--- config.mk ---
export PLATFORM = sky130hd
export DESIGN_NAME = mem_ctrl_flat
export DESIGN_NICKNAME = d
export VERILOG_FILES = /design/src/rtl/mem_ctrl_if.sv /design/src/rtl/mem_ctrl.sv /design/src/flat_wrapper.sv
export SDC_FILE = /design/constraint.sdc
export NUM_CORES = 1
export LEC_CHECK = 0
export BUFFER_PORTS_ARGS = -buffer_cell sky130_fd_sc_hd__buf_2
export CORE_ASPECT_RATIO = 1.5
export CORE_UTILIZATION = 58
export CTS_CLUSTER_DIAMETER = 150
export CTS_CLUSTER_SIZE = 10
export DETAILED_ROUTE_END_ITERATION = 16
export HOLD_SLACK_MARGIN = 0.15
export MAX_ROUTING_LAYER = met4
export PLACE_DENSITY = 0.85
export SLEW_MARGIN = 5
export SYNTH_ARGS = -nofsm -noshare
export SYNTH_HDL_FRONTEND = slang
export SYNTH_SLANG_ARGS = --single-unit
--- constraint.sdc ---
create_clock -name clk -period 7.4 [get_ports clk]
set_clock_uncertainty 0.15 [all_clocks]
set_input_delay 2.22 -clock clk [delete_from_list [all_inputs] [get_ports clk]]
set_output_delay 2.22 -clock clk [all_outputs]
set_load 0.05 [all_outputs]
--- src/rtl/mem_ctrl_if.sv ---
// Bundle of the two CPU initiator ports and the byte-wide RAM port around mem_ctrl.
// slave = controller side, master = CPU/RAM side.
interface mem_ctrl_if #(
  parameter int ADDR_W = 32
);
  logic              if_req;
  logic [ADDR_W-1:0] if_addr;
  logic              if_done;
  logic [31:0]       if_data;

  logic              dm_req;
  logic              dm_wr;
  logic [1:0]        dm_size;
  logic [ADDR_W-1:0] dm_addr;
  logic [31:0]       dm_wdata;
  logic              dm_done;
  logic [31:0]       dm_rdata;

  logic [7:0]        ram_din;
  logic [7:0]        ram_dout;
  logic [ADDR_W-1:0] ram_a;
  logic              ram_wr;

  modport slave (
    input  if_req, if_addr, dm_req, dm_wr, dm_size, dm_addr, dm_wdata, ram_din,
    output if_done, if_data, dm_done, dm_rdata, ram_dout, ram_a, ram_wr
  );

  modport master (
    output if_req, if_addr, dm_req, dm_wr, dm_size, dm_addr, dm_wdata, ram_din,
    input  if_done, if_data, dm_done, dm_rdata, ram_dout, ram_a, ram_wr
  );
endinterface

--- src/rtl/mem_ctrl.sv ---
// Arbitrates fetch and data requests onto a byte-wide RAM, one byte per cycle, data port first.
// Store done at N+1, load/fetch done at N+2 cycles after acceptance; requests held until done.
module mem_ctrl #(
  parameter int ADDR_W = 32
) (
  input logic     clk,
  input logic     rst,
  mem_ctrl_if.slave bus
);

  typedef enum logic [1:0] {IDLE, ISSUE, DRAIN, DONE} state_t;

  state_t            state_q;
  logic              own_dm_q;
  logic              wr_q;
  logic [2:0]        n_q;
  logic [2:0]        k_q;
  logic [ADDR_W-1:0] base_q;
  logic [31:0]       wdata_q;
  logic [31:0]       asm_q;

  logic              cap_en;
  logic [1:0]        cap_lane;
  logic [31:0]       asm_d;
  logic              abort;

  function automatic logic [2:0] bytes_of(input logic [1:0] sz);
    case (sz)
      2'b00:   return 3'd1;
      2'b01:   return 3'd2;
      default: return 3'd4;
    endcase
  endfunction

  // RAM data lags its address by one cycle: in ISSUE with k bytes sent, lane k-2 arrives.
  always_comb begin
    cap_en   = 1'b0;
    cap_lane = 2'd0;
    if (state_q == ISSUE && k_q >= 3'd2) begin
      cap_en   = 1'b1;
      cap_lane = 2'(k_q - 3'd2);
    end else if (state_q == DRAIN) begin
      cap_en   = 1'b1;
      cap_lane = 2'(n_q - 3'd1);
    end
    asm_d = asm_q;
    if (cap_en) begin
      asm_d[{cap_lane, 3'b000} +: 8] = bus.ram_din;
    end
  end

  assign abort = !own_dm_q && !bus.if_req;

  always_ff @(posedge clk) begin
    if (rst) begin
      state_q      <= IDLE;
      own_dm_q     <= 1'b0;
      wr_q         <= 1'b0;
      n_q          <= 3'd0;
      k_q          <= 3'd0;
      base_q       <= '0;
      wdata_q      <= '0;
      asm_q        <= '0;
      bus.ram_a    <= '0;
      bus.ram_dout <= '0;
      bus.ram_wr   <= 1'b0;
      bus.if_done  <= 1'b0;
      bus.dm_done  <= 1'b0;
      bus.if_data  <= '0;
      bus.dm_rdata <= '0;
    end else begin
      bus.if_done <= 1'b0;
      bus.dm_done <= 1'b0;
      case (state_q)
        IDLE: begin
          // Byte 0 is driven on the accepting edge so addresses appear in cycles 1..N.
          if (bus.dm_req) begin
            state_q      <= ISSUE;
            own_dm_q     <= 1'b1;
            wr_q         <= bus.dm_wr;
            n_q          <= bytes_of(bus.dm_size);
            k_q          <= 3'd1;
            base_q       <= bus.dm_addr;
            wdata_q      <= bus.dm_wdata;
            asm_q        <= '0;
            bus.ram_a    <= bus.dm_addr;
            bus.ram_wr   <= bus.dm_wr;
            bus.ram_dout <= bus.dm_wr ? bus.dm_wdata[7:0] : 8'h00;
          end else if (bus.if_req) begin
            state_q      <= ISSUE;
            own_dm_q     <= 1'b0;
            wr_q         <= 1'b0;
            n_q          <= 3'd4;
            k_q          <= 3'd1;
            base_q       <= bus.if_addr;
            asm_q        <= '0;
            bus.ram_a    <= bus.if_addr;
            bus.ram_wr   <= 1'b0;
            bus.ram_dout <= 8'h00;
          end else begin
            bus.ram_a    <= '0;
            bus.ram_wr   <= 1'b0;
            bus.ram_dout <= 8'h00;
          end
        end

        ISSUE: begin
          if (abort) begin
            state_q      <= IDLE;
            bus.ram_a    <= '0;
            bus.ram_wr   <= 1'b0;
            bus.ram_dout <= 8'h00;
          end else begin
            asm_q <= asm_d;
            if (k_q < n_q) begin
              k_q          <= k_q + 3'd1;
              bus.ram_a    <= base_q + ADDR_W'(k_q);
              bus.ram_wr   <= wr_q;
              bus.ram_dout <= wr_q ? wdata_q[{k_q[1:0], 3'b000} +: 8] : 8'h00;
            end else begin
              bus.ram_a    <= '0;
              bus.ram_wr   <= 1'b0;
              bus.ram_dout <= 8'h00;
              if (wr_q) begin
                state_q     <= DONE;
                bus.dm_done <= 1'b1;
              end else begin
                state_q <= DRAIN;
              end
            end
          end
        end

        DRAIN: begin
          bus.ram_a    <= '0;
          bus.ram_wr   <= 1'b0;
          bus.ram_dout <= 8'h00;
          if (abort) begin
            state_q <= IDLE;
          end else begin
            state_q <= DONE;
            asm_q   <= asm_d;
            if (own_dm_q) begin
              bus.dm_done  <= 1'b1;
              bus.dm_rdata <= asm_d;
            end else begin
              bus.if_done <= 1'b1;
              bus.if_data <= asm_d;
            end
          end
        end

        default: begin
          // DONE: the pulse is visible now; requests are not sampled this cycle.
          state_q      <= IDLE;
          bus.ram_a    <= '0;
          bus.ram_wr   <= 1'b0;
          bus.ram_dout <= 8'h00;
        end
      endcase
    end
  end

endmodule
--- src/flat_wrapper.sv ---
// flat-port wrapper written by rule: the top's interface ports become plain ports
module mem_ctrl_flat 
#(
  parameter int ADDR_W = 32
)
  (clk, rst, bus_if_req, bus_if_addr, bus_dm_req, bus_dm_wr, bus_dm_size, bus_dm_addr, bus_dm_wdata, bus_ram_din, bus_if_done, bus_if_data, bus_dm_done, bus_dm_rdata, bus_ram_dout, bus_ram_a, bus_ram_wr);
  mem_ctrl_if #(.ADDR_W(ADDR_W)) bus_i ();
  input logic clk;
  input logic rst;
  input wire logic [$bits(bus_i.if_req)-1:0] bus_if_req;
  input wire logic [$bits(bus_i.if_addr)-1:0] bus_if_addr;
  input wire logic [$bits(bus_i.dm_req)-1:0] bus_dm_req;
  input wire logic [$bits(bus_i.dm_wr)-1:0] bus_dm_wr;
  input wire logic [$bits(bus_i.dm_size)-1:0] bus_dm_size;
  input wire logic [$bits(bus_i.dm_addr)-1:0] bus_dm_addr;
  input wire logic [$bits(bus_i.dm_wdata)-1:0] bus_dm_wdata;
  input wire logic [$bits(bus_i.ram_din)-1:0] bus_ram_din;
  output wire logic [$bits(bus_i.if_done)-1:0] bus_if_done;
  output wire logic [$bits(bus_i.if_data)-1:0] bus_if_data;
  output wire logic [$bits(bus_i.dm_done)-1:0] bus_dm_done;
  output wire logic [$bits(bus_i.dm_rdata)-1:0] bus_dm_rdata;
  output wire logic [$bits(bus_i.ram_dout)-1:0] bus_ram_dout;
  output wire logic [$bits(bus_i.ram_a)-1:0] bus_ram_a;
  output wire logic [$bits(bus_i.ram_wr)-1:0] bus_ram_wr;
  assign bus_i.if_req = bus_if_req;
  assign bus_i.if_addr = bus_if_addr;
  assign bus_i.dm_req = bus_dm_req;
  assign bus_i.dm_wr = bus_dm_wr;
  assign bus_i.dm_size = bus_dm_size;
  assign bus_i.dm_addr = bus_dm_addr;
  assign bus_i.dm_wdata = bus_dm_wdata;
  assign bus_i.ram_din = bus_ram_din;
  assign bus_if_done = bus_i.if_done;
  assign bus_if_data = bus_i.if_data;
  assign bus_dm_done = bus_i.dm_done;
  assign bus_dm_rdata = bus_i.dm_rdata;
  assign bus_ram_dout = bus_i.ram_dout;
  assign bus_ram_a = bus_i.ram_a;
  assign bus_ram_wr = bus_i.ram_wr;
  mem_ctrl #(.ADDR_W(ADDR_W)) u_core (.clk(clk), .rst(rst), .bus(bus_i));
endmodule
==> flow_metrics.tcl, run 1 <==
set metrics [dict create \
    outcome "complete, no violations" \
    clk_pin_slew_ns 0.05 \
    worst_pin_slew_ns 1.09 \
    gp_congestion 0.932 \
    post_cts_buffers 0 \
    critPathRequiredTime_ns 7.65 \
    cp-end-kind "flip-flop" \
    synth_ff_type "dfxtp_1" \
    clkPwrFrac 0.336 \
    relSlewSlack 0.272 \
    async_flop_share 0 \
    ir_drop_mv 0.149 \
    antenna_found_initial 1 \
    rsz0062_at_grt "false" \
    sw_frac_of_total 0.319 \
    hpwl_mm 17.0 \
    die_area_um2 16300 \
    grt_usage 0.300 \
    hold_depth 2 \
    std_cell_rows 55 \
    area_growth_pct 18.9 \
    grt_overflow 0 \
    root_buffer "clkbuf_16" \
    yosys_warnings 0 \
    routed_wl_mm 24.4 \
    final_common_cell "buf_2" \
    cp_max_fo 53 \
    seqCellArea_um2 4260 \
    ios 218 \
    r2r_end "u_core.asm_q[18]" \
    drive_gt1_frac 0.221 \
    power_density_nw_per_um2 279 \
    clock_latency_ns 0.50 \
    cts_max_level 1 \
    setup_viol_count_final 0 \
    cts.sinks 213 \
    min_to "u_core.wdata_q[30]" \
    yosysUniqueCellTypes 51 \
    synth.area.top_cells "dfxtp_1 (47%), nor2_1 (5.2%), nand2_1 (4.8%)" \
    grt_pass1_vias 8009 \
    cts-resized-gates 0 \
    synth.largest_area_cell "dfxtp_1" \
    holdWs_ns 0.303 \
    die-height_um 156 \
    worstHoldPathType "flip-flop to flip-flop" \
    grt_pass1_wl_mm 38.7 \
    ff2ff_path_depth 10 \
    core_area_um2 15300 \
    die_w_um 105 \
    cp-start-kind "input pin" \
    syn_inst 1034 \
    synth_nets 1160 \
    cts_tree "done" \
    multi_input_area_um2 4530 \
    tns_ns 0 \
    synth_top_area_frac 0.466 \
    combinationalPowerShare 0.222 \
    power_switching_uw 968 \
    period_minus_slack_ns 4.36 \
    seq_area_frac_synth 0.466 \
    hp-start "u_core.wdata_q[30]" \
    ant_nets 0 \
    hold_viol 0 \
    drv_slew 0 \
    leakage_nw 4.46 \
    synth_area_um2 9150 \
    rr_startpoint "u_core.k_q[0]" \
    synth_edf_count 0 \
    avgSynthCellArea_um2 8.85 \
    intPower_mw 2.06 \
    final_nets 1338 \
    grt_max_degree 89 \
    drc_errors 0 \
    crit_type "input pin to flip-flop" \
    n_fill_cell 1190 \
    firstDrtPassIters 5 \
    pwr-share-seq 0.442 \
    final_cell_mix "buf_2 (216), dfxtp_1 (213), nor2_1 (125)" \
    ys_ff_latch 213 \
    drtIter0Drc 474 \
    fmax_ghz 0.229 \
    cts_made_buffers 25 \
    drv_cap 0 \
    rrSetupSlack_ns 3.35 \
    post_drt_wl_per_cell_um 17.3 \
    layout.cells.non_filler 1411 \
    viasPerCell 5.95 \
    port_buffers 217 \
    clockBufferDepth 3 \
    placed_cells 1384 \
    start_util 0.599 \
    critPathArrivalTime_ns 4.61 \
    postCtsHoldBufs 0 \
    vias 8401 \
    period_share 0.590 \
]
-- power groups by stage --
stage | sequential, mW | combinational, mW | clock [mW]
after floorplan | 1.45 | 0.407 | 0
after global placement | 1.36 | 0.652 | 0
after detailed placement | 1.36 | 0.667 | 0
after CTS | 1.34 | 0.672 | 1.03
after global routing | 1.35 | 0.735 | 1.08
final | 1.34 | 0.674 | 1.02
-- synth_stat cells, types with 2 or more instances --
master and number:
and2_1 6, ha_1 14, o21ai_0 43, nor2_1 126
buf_1 6, and4_1 4, o211ai_1 3, nor4_1 13
mux2i_1 30, mux2_2 4, nand2_1 117, o21a_1 9
o32a_1 2, nand2b_1 14, nand3_1 11, o2111ai_1 2
and3_1 5, xor2_1 2, clkbuf_1 55, a32oi_1 8
nor3_1 16, nor2b_1 15, inv_1 17, a22oi_1 30
o22ai_1 21, a21oi_1 82, or2_2 2, dfxtp_1 213
a211oi_1 58, mux4_2 8, a21o_1 2, xnor2_1 28
buf_6 3, a22o_1 34, buf_2 8, nand4_1 8
-- registers in the layout, indices dropped and copies added, names as in the netlist, 8 cells and up --
signal               count
u_core.base_q           32
u_core.asm_q            32
u_core.bus.dm_rdata     32
u_core.bus.if_data      32
u_core.wdata_q          32
u_core.bus.ram_dout      8
u_core.bus.ram_a        32
-- worst max path at each step --
stage               startpoint                end  slack, ns  cells past startpoint
floorplan           bus_dm_req    u_core.asm_q[0]       3.53                      7
global placement    bus_dm_req    u_core.asm_q[3]       2.64                      6
detailed placement  bus_dm_req    u_core.asm_q[2]       2.57                      6
CTS                 bus_dm_req  u_core.base_q[24]       3.01                      5
global route        bus_dm_req  u_core.base_q[24]       2.82                      5
finish              bus_dm_req  u_core.base_q[24]       3.04                      5
-- stage by stage --
stage / instance area, um2 / total power [mW] / setup slack (ns) / util
floorplan: 9150 / 1.86 / 3.53 / -
global placement: 10200 / 2.01 / 2.64 / 0.670
detailed placement: 10200 / 2.03 / 2.57 / 0.670
CTS: 10900 / 3.04 / 3.01 / 0.712
global route: 10900 / 3.16 / 2.82 / 0.712
finish: 10900 / 3.03 / 3.04 / 0.712
-- final cells by class --
class,instances,share of cell area
Antenna cell,1,0.000230
Clock buffer,25,0.0575
Clock inverter,1,0.000805
Inverter,17,0.00587
Multi-Input combinational cell,732,0.417
Sequential cell,213,0.392
Tap cell,199,0.0229
Timing Repair Buffer,223,0.104
-- worst max-delay path, stage by stage --
cell,delay (ns)
buf_2,0.81
nor2_1,0.24
nor2b_4,0.91
nor2_1,0.13
a211oi_1,0.29
-- logic make-up (layout without fill, tap and decap cells) --
group	after synthesis	in the layout	synth area share
compound gates	302	302	0.218
simple gates	343	343	0.169
other cells	0	1	0
fa+ha+maj	15	15	0.0213
xor+xnor	30	30	0.0287
buf+inv	89	266	0.0401
flops	213	213	0.466
mux	42	42	0.0574
-- routing by layer --
layer  global-route usage  routed length (um)
met2                0.554               13000
met5                    -                   0
met3               0.0372                1580
met4                0.142                 956
met1                0.315                8880
Power figures use the tool's default switching activity.
==> run 2: changes to the inputs <==
--- a/config.mk
+++ b/config.mk
@@ -7,13 +7,13 @@
 export LEC_CHECK = 0
 export BUFFER_PORTS_ARGS = -buffer_cell sky130_fd_sc_hd__buf_2
 export CORE_ASPECT_RATIO = 1.5
-export CORE_UTILIZATION = 58
+export CORE_UTILIZATION = 54
 export CTS_CLUSTER_DIAMETER = 150
 export CTS_CLUSTER_SIZE = 10
 export DETAILED_ROUTE_END_ITERATION = 16
 export HOLD_SLACK_MARGIN = 0.15
 export MAX_ROUTING_LAYER = met4
-export PLACE_DENSITY = 0.85
+export PLACE_DENSITY = 0.8
 export SLEW_MARGIN = 5
 export SYNTH_ARGS = -nofsm -noshare
 export SYNTH_HDL_FRONTEND = slang
==> constraint.sdc (replaced) <==
create_clock -name clk -period 4.15 [get_ports clk]
set_clock_uncertainty 0.15 [all_clocks]
set_input_delay 1.245 -clock clk [delete_from_list [all_inputs] [get_ports clk]]
set_output_delay 1.245 -clock clk [all_outputs]
set_load 0.05 [all_outputs]
==> run 2 against run 1 <==
Effect of this change: design area grew 0.92%; global-route usage down 1.4 points; flip-flop and latch count unchanged; non-clock buffer count is 11 higher; power is 79% higher; critical path type is now flip-flop to flip-flop; critical endpoint is now u_core.asm_q[18]; highest routed layer unchanged.
==> flow_metrics.tcl, run 2 (same netlist as run 1, synthesis figures left out) <==
set metrics [dict create \
    cpMaxStageDelayCell "mux2i_1" \
    grt_pass1_wl_mm 39.0 \
    gp_congestion 0.878 \
    hpwl_mm 17.3 \
    slowest_delay_ns 0.44 \
    critPathRequiredTime_ns 4.45 \
    post_drt_wl_per_cell_um 17.1 \
    period_minus_slack_ns 3.52 \
    cp-end-kind "flip-flop" \
    area_growth_pct 20.0 \
    relSlewSlack 0.365 \
    drv_slew 0 \
    ant_nets 0 \
    die_area_um2 17500 \
    drc_errors 0 \
    fmax_ghz 0.284 \
    setup_viol_count_final 0 \
    n_fill_cell 1363 \
    core_area_um2 16400 \
    hold_viol 0 \
    die-height_um 161 \
    cp_max_fo 13 \
    worst_pin_slew_ns 0.952 \
    grt_usage 0.286 \
    worstHoldPathType "flip-flop to flip-flop" \
    routed_wl_mm 24.5 \
    leakage_nw 4.52 \
    die_w_um 108 \
    final_common_cell "buf_2" \
    ir_drop_mv 0.318 \
    postCtsHoldBufs 0 \
    power_density_nw_per_um2 495 \
    period_share 0.848 \
    layout.cells.non_filler 1430 \
    drv_cap 0 \
    root_buffer "clkbuf_16" \
    clock_latency_ns 0.51 \
    clk_pin_slew_ns 0.05 \
    final_nets 1349 \
    firstDrtPassIters 5 \
    crit_type "flip-flop to flip-flop" \
    crit_chain "inv_1, ha_1, o31a_1, mux2i_1, ha_1, or2_2, a21oi_1, nand3_1, nor2_1, a22o_1" \
    ios 218 \
    cp-start-kind "flip-flop" \
    cts_made_buffers 25 \
    drtIter0Drc 441 \
    grt_overflow 0 \
    cts-resized-gates 0 \
    final_cell_mix "buf_2 (216), dfxtp_1 (213), nor2_1 (125)" \
    drive_gt1_frac 0.229 \
    start_util 0.558 \
    clockBufferDepth 3 \
    outcome "complete, no violations" \
    cts.sinks 213 \
    post_cts_buffers 0 \
    std_cell_rows 57 \
    critPathArrivalTime_ns 3.82 \
    multi_input_area_um2 4530 \
    vias 8301 \
    fin_util 0.669 \
    tns_ns 0 \
    port_buffers 217 \
    viasPerCell 5.80 \
    placed_cells 1402 \
    antenna_found_initial 1 \
    cts_max_level 1 \
    seqCellArea_um2 4260 \
    critPathMostFrequentCell "ha_1" \
    grt_max_degree 59 \
    rsz0062_at_grt "false" \
    grt_pass1_vias 8119 \
    cts_tree "done" \
]
-- run 2: changes by cell type in the layout (fill, tap and decap cells not counted), sizes merged --
cell,before,now
buf,223,234
inv,18,19
-- run 2: worst paths after layout --
path	startpoint	endpoint	slack, ns	cells past startpoint
worst min-delay path	u_core.wdata_q[17]	u_core.wdata_q[17]	0.30	2
worst max register to register	u_core.state_q[1]	u_core.asm_q[18]	0.63	10
worst min register to register	u_core.wdata_q[17]	u_core.wdata_q[17]	0.30	2
worst max-delay path	u_core.state_q[1]	u_core.asm_q[18]	0.63	10
-- run 2: critical path, delay by kind of cell, from the launching register on --
kind                       cells  cell delay, ns
DFF                            1            0.33
muxes                          1            0.44
AOI/OAI and AO/OA              3            0.90
buffers and inverters          1            0.08
adders and majority gates      2            0.75
and+or+nand+nor                3            0.82
-- run 2: through the flow --
stage	setup WS (ns)	area (um2)	power (mW)	hold WS, ns
floorplan	0.729	9150	3.31	0.283
CTS	0.651	11000	5.46	0.301
global route	0.344	11000	5.69	0.321
detailed placement	0.675	10300	3.63	0.294
global placement	0.817	10300	3.60	0.291
finish	0.629	11000	5.44	0.299
-- run 2: layer usage --
| metal | vias up | wire length, um | global-route usage |
|---|---|---|---|
| met5 | - | 0 | - |
| met4 | 0 | 820 | 0.108 |
| met2 | 308 | 12900 | 0.525 |
| met1 | 3875 | 9370 | 0.305 |
| li1 | 4056 | - | - |
| met3 | 62 | 1370 | 0.0408 |
-- run 2: area by class of cell --
type,instances,share of cell area
well taps,206,0.0235
clock buffers,25,0.0570
diodes,1,0.000228
clock inverters,2,0.00160
flip-flops and latches,213,0.388
inverters,17,0.00581
multi-input cells,732,0.413
repair buffers,234,0.111
-- run 2: power by group --
part / leakage [nW] / switching [mW] / internal [mW]
combinational: 2.46 / 0.836 / 0.409
clock: 0.317 / 0.772 / 1.06
sequential: 1.74 / 0.135 / 2.23
total: 4.52 / 1.74 / 3.69
==> run 3: changes to the inputs <==
==> constraint.sdc (replaced) <==
create_clock -name clk -period 3.64 [get_ports clk]
set_clock_uncertainty 0.15 [all_clocks]
set_input_delay 1.092 -clock clk [delete_from_list [all_inputs] [get_ports clk]]
set_output_delay 1.092 -clock clk [all_outputs]
set_load 0.05 [all_outputs]
==> run 3 against run 2 <==
Effect of this change: register-to-register slack lost 0.27 ns; die area unchanged; setup slack worse by 0.27 ns; routed wire length is 1.0% lower; sequential share of layout area hardly changed; critical path depth down 1; via count fell by 0.65%; utilization about the same; non-clock buffer count up 2; critical path type unchanged; largest cell class unchanged.
==> flow_metrics.tcl, run 3 (same netlist as run 1, synthesis figures left out) <==
set metrics [dict create \
    drc_errors 0 \
    final_cell_mix "buf_2 (216), dfxtp_1 (213), nor2_1 (125)" \
    crit_chain "ha_1, o31a_1, mux2i_1, ha_1, or2_2, a21oi_1, nand3_1, nor2_1, a22o_1" \
    setup_viol_count_final 0 \
    fmax_ghz 0.305 \
    grt_use_met3 0.0335 \
    clock_latency_ns 0.51 \
    rr_startpoint "u_core.k_q[1]" \
    cts_tree "done" \
    setup.worst_path.end "u_core.asm_q[17]" \
    crit_type "flip-flop to flip-flop" \
    stdcell_area_um2 11000 \
    grt_pass1_wl_mm 38.3 \
    clockBufferDepth 3 \
    rrSetupSlack_ns 0.36 \
    cts-resized-gates 0 \
    routed_wl_mm 24.2 \
    viasPerCell 5.76 \
    critPathTopFamily "simple AND/OR/NAND/NOR gates" \
    postCtsHoldBufs 0 \
    cp.depth 9 \
    hold_viol 0 \
    grt_util_met2 0.508 \
    rsz0062_at_grt "false" \
    ir_drop_mv 0.358 \
    placed_area_um2 10300 \
    critPathRequiredTime_ns 3.93 \
    port_buffers 217 \
    cts.sinks 213 \
    drtIter0Drc 535 \
    drv_cap 0 \
    worst_pin_slew_ns 1.01 \
    leakage_nw 4.52 \
    cp-end-kind "flip-flop" \
    period_share 0.900 \
    r2r_end "u_core.asm_q[17]" \
    die_w_um 108 \
    critPathMostFrequentCell "ha_1" \
    cp_max_fo 9 \
    ant_nets 0 \
    std_cell_rows 57 \
    root_buffer "clkbuf_16" \
    crit_start "u_core.k_q[1]" \
    grt_pass1_vias 7835 \
    ios 218 \
    met1_usage 0.311 \
    busiest_layer "met2" \
    grt_usage 0.282 \
    hpwl_mm 17.2 \
    relSlewSlack 0.319 \
    final_common_cell "buf_2" \
    core_area_um2 16400 \
    tns_ns 0 \
    die-height_um 161 \
    cts_made_buffers 25 \
    gp_congestion 0.952 \
    n_fill_cell 1352 \
    worstHoldPathType "flip-flop to flip-flop" \
    firstDrtPassIters 5 \
    vias 8247 \
    clk_pin_slew_ns 0.05 \
    cpMaxStageDelayCell "dfxtp_1" \
    power_density_nw_per_um2 563 \
    post_drt_wl_per_cell_um 16.9 \
    drv_slew 0 \
    critPathArrivalTime_ns 3.57 \
    slowest_delay_ns 0.48 \
    antenna_found_initial 1 \
    start_util 0.558 \
    area_growth_pct 20.0 \
    period_minus_slack_ns 3.28 \
    grt_overflow 0 \
    grt_max_degree 54 \
    ff2ff_path_depth 9 \
    final_nets 1351 \
    cts_max_level 1 \
    outcome "complete, no violations" \
    post_cts_buffers 0 \
    drive_gt1_frac 0.230 \
    cp-start-kind "flip-flop" \
    path_buf_inv 0 \
    die_area_um2 17500 \
]
[run 3: changes by cell type in the layout (fill, tap and decap cells not counted)]
cell   previous run  this run
buf_4            18        20
inv_6             2         1
[run 3: power by group]
part	leakage (nW)	internal (mW)	switching (mW)
Sequential	1.74	2.54	0.154
Clock	0.313	1.20	0.869
Combinational	2.47	0.471	0.953
[run 3: routing by layer]
layer	wire, um	part of all wire	up-vias
li1	-	-	4061
met1	9330	0.38	3813
met2	12700	0.52	313
met3	1450	0.060	60
met4	769	0.032	0
met5	0	0	-
[run 3: per-stage QoR]
stage	power [mW]	hold slack, ns	utilization	worst slack [ns]	std cells
2_1_floorplan	3.78	0.283	-	0.219	1034
3_3_place_gp	4.12	0.290	0.631	0.492	1404
3_5_place_dp	4.15	0.295	0.631	0.389	1404
4_1_cts	6.21	0.302	0.670	0.368	1430
5_1_grt	6.46	0.321	0.670	0.130	1431
6_report	6.19	0.301	0.670	0.363	1431
[run 3: worst min-delay path by stage]
stage / from / end / slack, ns / cells after the start
floorplan: u_core.wdata_q[17] / u_core.wdata_q[17] / 0.28 / 2
global placement: u_core.wdata_q[7] / u_core.wdata_q[7] / 0.29 / 2
detailed placement: u_core.wdata_q[30] / u_core.wdata_q[30] / 0.29 / 2
CTS: u_core.wdata_q[30] / u_core.wdata_q[30] / 0.30 / 2
global route: u_core.wdata_q[30] / u_core.wdata_q[30] / 0.32 / 2
finish: u_core.wdata_q[30] / u_core.wdata_q[30] / 0.30 / 2
[run 3: worst min-delay path: cells and delay by family, from the launching register on]
family | cells | cell delay, ns
flip-flops | 1 | 0.30
AND/OR/NAND/NOR | 1 | 0.05
AO/OA/AOI/OAI | 1 | 0.05
[run 3: cell type report]
| cell class | instances | area (um2) | area share |
|---|---|---|---|
| timing repair buffer | 236 | 1230 | 0.112 |
| sequential | 213 | 4260 | 0.388 |
| inverter | 17 | 63.8 | 0.00581 |
| clock buffer | 25 | 626 | 0.0569 |
| antenna | 1 | 2.50 | 0.000228 |
| tap | 206 | 258 | 0.0235 |
| multi-input combinational | 732 | 4530 | 0.413 |
| clock inverter | 1 | 8.76 | 0.000797 |
